$ cat src/rtl/bus_arbiter_2m.sv
// bus_arbiter_2m: shares one bstart/bdone slave between m0 (ifetch) and m1 (load/store), round-robin on ties.
// Latency: request seen in IDLE -> s_bstart next cycle -> master bdone same cycle as s_bdone (3 cycles, 1-cycle slave).
// Backpressure: masters hold bstart until bdone; a silent slave is aborted with berr after TIMEOUT WAIT cycles.

module bus_arbiter_2m #(
  parameter int AW = 32,
  parameter int DW = 32,
  parameter int TIMEOUT = 16,
  parameter logic [DW-1:0] ERR_DATA = DW'(32'hDEAD_BEEF)
) (
  input  logic          clk,
  input  logic          rst_n,
  input  logic          m0_bstart,
  input  logic [AW-1:0] m0_addr,
  input  logic [DW-1:0] m0_wdata,
  input  logic          m0_we,
  output logic          m0_bdone,
  output logic          m0_berr,
  output logic [DW-1:0] m0_rdata,
  input  logic          m1_bstart,
  input  logic [AW-1:0] m1_addr,
  input  logic [DW-1:0] m1_wdata,
  input  logic          m1_we,
  output logic          m1_bdone,
  output logic          m1_berr,
  output logic [DW-1:0] m1_rdata,
  output logic          s_bstart,
  output logic [AW-1:0] s_addr,
  output logic [DW-1:0] s_wdata,
  output logic          s_we,
  input  logic          s_bdone,
  input  logic [DW-1:0] s_rdata,
  output logic [1:0]    gnt
);

  localparam int CW = (TIMEOUT > 0) ? $clog2(TIMEOUT + 1) : 1;
  // Counter value seen in the last WAIT cycle before a timeout abort.
  localparam logic [CW-1:0] CNT_LAST = CW'((TIMEOUT > 0) ? TIMEOUT - 1 : 0);
  localparam logic [CW-1:0] CNT_SAT  = {CW{1'b1}};

  typedef enum logic [1:0] {
    ST_IDLE  = 2'd0,
    ST_ISSUE = 2'd1,
    ST_WAIT  = 2'd2
  } state_t;

  state_t        state_q, state_d;
  logic          owner_q, owner_d;   // 0 = m0, 1 = m1
  logic          last_q, last_d;     // master served most recently
  logic [CW-1:0] cnt_q, cnt_d;

  logic slv_done;
  logic tmo_abort;
  logic xfer_end;

  // s_bdone takes priority over a timeout landing in the same cycle.
  assign slv_done  = (state_q == ST_WAIT) && s_bdone;
  assign tmo_abort = (state_q == ST_WAIT) && !s_bdone && (TIMEOUT > 0) && (cnt_q == CNT_LAST);
  assign xfer_end  = slv_done || tmo_abort;

  // State register; reset drops any in-flight transaction and gives m0 the first tie.
  always_ff @(posedge clk or negedge rst_n) begin
    if (!rst_n) begin
      state_q <= ST_IDLE;
      owner_q <= 1'b0;
      last_q  <= 1'b1;
      cnt_q   <= '0;
    end else begin
      state_q <= state_d;
      owner_q <= owner_d;
      last_q  <= last_d;
      cnt_q   <= cnt_d;
    end
  end

  // Next state: arbitrate in IDLE, one ISSUE cycle, then WAIT for slave or timeout.
  always_comb begin
    state_d = state_q;
    owner_d = owner_q;
    last_d  = last_q;
    cnt_d   = cnt_q;
    case (state_q)
      ST_IDLE: begin
        if (m0_bstart || m1_bstart) begin
          state_d = ST_ISSUE;
          if (m0_bstart && m1_bstart) owner_d = ~last_q;
          else                        owner_d = m1_bstart;
        end
      end
      ST_ISSUE: begin
        cnt_d   = '0;
        state_d = ST_WAIT;
      end
      ST_WAIT: begin
        if (xfer_end) begin
          last_d  = owner_q;
          state_d = ST_IDLE;
        end else if (cnt_q != CNT_SAT) begin
          cnt_d = cnt_q + CW'(1);
        end
      end
      default: state_d = ST_IDLE;
    endcase
  end

  // Outputs: slave bus muxed from the owner outside IDLE, completion routed only to the owner.
  always_comb begin
    gnt      = 2'b00;
    s_bstart = 1'b0;
    s_addr   = '0;
    s_wdata  = '0;
    s_we     = 1'b0;
    m0_bdone = 1'b0;
    m0_berr  = 1'b0;
    m0_rdata = '0;
    m1_bdone = 1'b0;
    m1_berr  = 1'b0;
    m1_rdata = '0;
    if (state_q != ST_IDLE) begin
      gnt     = owner_q ? 2'b10 : 2'b01;
      s_addr  = owner_q ? m1_addr  : m0_addr;
      s_wdata = owner_q ? m1_wdata : m0_wdata;
      s_we    = owner_q ? m1_we    : m0_we;
    end
    s_bstart = (state_q == ST_ISSUE);
    if (xfer_end) begin
      if (owner_q) begin
        m1_bdone = 1'b1;
        m1_berr  = tmo_abort;
        m1_rdata = slv_done ? s_rdata : ERR_DATA;
      end else begin
        m0_bdone = 1'b1;
        m0_berr  = tmo_abort;
        m0_rdata = slv_done ? s_rdata : ERR_DATA;
      end
    end
  end

endmodule

$ cat config.mk
export PLATFORM = sky130hd
export DESIGN_NAME = bus_arbiter_2m
export DESIGN_NICKNAME = d
export VERILOG_FILES = /design/src/rtl/bus_arbiter_2m.sv
export SDC_FILE = /design/constraint.sdc
export NUM_CORES = 1
export LEC_CHECK = 0
export ABC_CLOCK_PERIOD_IN_PS = 3900
export CAP_MARGIN = 25
export CORE_AREA = 2 2 117 119
export CTS_BUF_LIST = sky130_fd_sc_hd__clkbuf_8
export DETAILED_ROUTE_END_ITERATION = 8
export DIE_AREA = 0 0 119 121
export PLACE_DENSITY = 0.68
export SYNTH_ARGS = -nofsm -noshare
export SYNTH_HDL_FRONTEND = slang
export SYNTH_SLANG_ARGS = --single-unit
$ cat constraint.sdc
create_clock -name clk -period 3.9 [get_ports clk]
set_clock_uncertainty 0.2 [all_clocks]
set_input_delay 0.78 -clock clk [delete_from_list [all_inputs] [get_ports clk]]
set_output_delay 0.78 -clock clk [all_outputs]
set_load 0.005 [all_outputs]
==> results.cfg <==
[sta]
rsz0062_at_grt = no
hold_violations = 0
tns_ns = 0
fin_crit_sh = 0.921
tightest_slew_ns = 0.680
setup_viol = 0
fin_ws_ns = 0.309
slew_headroom = 0.546
slew_viol_final = 0
period_minus_slack_ns = 3.59
max_freq_mhz = 278

[yosys]
synthArstFlopShare = 1.00
avgSynthCellArea_um2 = 6.47
syn-num-nets = 479
yosys_warnings = 0
syn_inst = 306
synth_area_mm2 = 0.00198
synth-seq-cells = 9
synth.distinct_cells = 32
synth_edf_count = 0
synth_seq_area_share = 0.114
synth_flop_cell = dfrtp_1

[worst_setup_path]
crit_fanout = 25
criticalPathCategory = reg2out
reg2reg_from = cnt_q[0]
critPathArrivalTime_ns = 2.61
endpoint_kind = output port
rrSetupSlack_ns = 1.67
start_kind = register
rr_worst_depth = 6
r2r_end = cnt_q[0]
worst-endpoint-required_ns = 2.92

[finish]
diodes = 0
final_core_util = 0.398
layout-drive-gt1-share = 0.0352
num-nets-final = 770
syn2layout_area_growth_pct = 163
instances_no_fill = 772

[clocking]
cts_setup_buffers = 0
clkLatencyLatePin_ns = 0.24
ctsHoldBuffers = 0
cts-root-buf = clkbuf_8
clkSinkCount = 9
cts-buffers-inserted = 3
clkTransAtPathRegs_ns = 0.05
clk_path_buf_depth = 2
cts_tree = built
cts.htree.levels = 1
post_cts_resize_count = 0

[detailed_routing]
via_count = 3151
viasPerCell = 4.08
postRouteAntennaNets = 0
wirelength_um = 10800
routedWlPerCell_um = 14.0
dr.first_iter.drc_count = 161
first_pass_iters = 4
post-route-drc-count = 0

[pwr]
p_leak_uw = 0.00221
total_power_uw = 2370
irDropWorstVdd_mv = 0.229
power_density_mw_per_mm2 = 455

[floorplanning]
pin_count = 303
die_x_um = 119
start_util = 0.151
core_mm2 = 0.0131
die_area_mm2 = 0.0144
row_count = 42
die_height_um = 121

[placement]
gp_congestion = 0.843
port_buffers = 302
dp_cells = 768
dpl.hpwl_um = 9200
pre_cts_ws_ns = 0.378

[min_path]
min_from = cnt_q[3]
hold_class = reg2reg
holdPathEnd = cnt_q[3]
holdPathStages = 1

[outcome]
run_status = finished clean

[global_routing]
antenna_found_initial = 0
grt_pass1_vias = 3000
grt_max_degree = 43
grt_overflow = 0
grt_pass1_wl_um = 15700
track_usage = 0.135

[flow_run]
max_cap_violations = 0
-- cell usage after synthesis (2+ instances only) --
library cell / instances / area [µm²]
nor2_1: 141 / 529
mux2i_1: 65 / 651
and2_1: 16 / 100
buf_2: 10 / 50.1
clkbuf_1: 10 / 37.5
dfrtp_1: 8 / 200
nand2_1: 8 / 30.0
ha_1: 6 / 75.1
inv_1: 5 / 18.8
buf_6: 3 / 33.8
o211ai_1: 3 / 22.5
o21ai_0: 3 / 15.0
and3_1: 2 / 12.5
mux2_2: 2 / 22.5
nand2b_1: 2 / 12.5
nand4_1: 2 / 12.5
nor3_1: 2 / 10.0
nor3b_1: 2 / 15.0
o31ai_1: 2 / 15.0
or3_1: 2 / 12.5
-- flip-flops by register name, summed over array words and instances, names as in the netlist --
register,cells
cnt_q,5
state_q,2
last_q,1
owner_q,1
-- cell type report --
cell class | instances | area (µm²)
repair buffers | 310 | 3080
well taps | 176 | 220
inverters | 6 | 22.5
multi-input cells | 267 | 1600
flip-flops and latches | 9 | 230
clock buffers | 3 | 41.3
clock inverters | 1 | 5.00
fillers | 1295 | 7880
-- worst max path at each step --
stage,startpoint,end,cells after the start
CTS,cnt_q[0],m0_rdata[31],8
global placement,s_bdone,m0_rdata[31],6
floorplan,cnt_q[0],m1_rdata[18],8
detailed placement,s_bdone,m0_rdata[31],6
global route,cnt_q[0],m0_rdata[31],8
finish,cnt_q[0],m0_rdata[31],8
-- logic make-up (layout without fill, tap and decap cells) --
logic type | after synthesis | in the layout | synth area share
AOI/OAI and AO/OA | 12 | 12 | 0.0423
adders and majority gates | 6 | 6 | 0.0379
buffers and inverters | 30 | 320 | 0.0765
DFF | 9 | 9 | 0.114
muxes | 67 | 67 | 0.340
and+or+nand+nor | 182 | 182 | 0.389
-- layer usage --
layer,vias up,part of all wire,global-route usage
met5,-,0,0
met4,0,0.0049,0.0104
met3,7,0.084,0.0376
met2,155,0.53,0.265
met1,1409,0.38,0.150
li1,1580,-,-
-- critical path, cell delays in order (launching register included) --
cell and delay (ns):
dfrtp_1 0.39, ha_1 0.22, and3_1 0.20, ha_1 0.25
nor2_1 0.08, or3_1 0.31, buf_4 0.23, nor2_1 0.15
clkdlybuf4s50_1 0.51
-- where the power goes --
group / internal, µW / switching, µW / total (µW)
logic: 1230 / 866 / 2100
clock network: 70.0 / 41.7 / 112
registers: 128 / 29.4 / 157
-- through the flow --
stage / hold slack [ns] / area (µm²)
final: 0.292 / 5210
after global routing: 0.322 / 5210
after CTS: 0.293 / 5210
after detailed placement: 0.281 / 5160
after global placement: 0.262 / 5160
after floorplan: 0.243 / 1980
-- cells in the final DEF (no fill, tap or decap), types with 2 or more instances in the layout --
cell	synthesis	layout
and2_1	16	16
and3_1	2	2
buf_4	1	8
clkbuf_8	0	3
clkdlybuf4s50_1	0	302
dfrtp_1	8	7
ha_1	6	5
inv_1	5	5
mux2_2	2	2
mux2i_1	65	65
nand2_1	8	8
nand2b_1	2	2
nand4_1	2	2
nor2_1	141	141
nor3_1	2	2
nor3b_1	2	2
o211ai_1	3	3
o21ai_0	3	3
o31ai_1	2	2
or3_1	2	2
(Power assumes the default switching activity.)
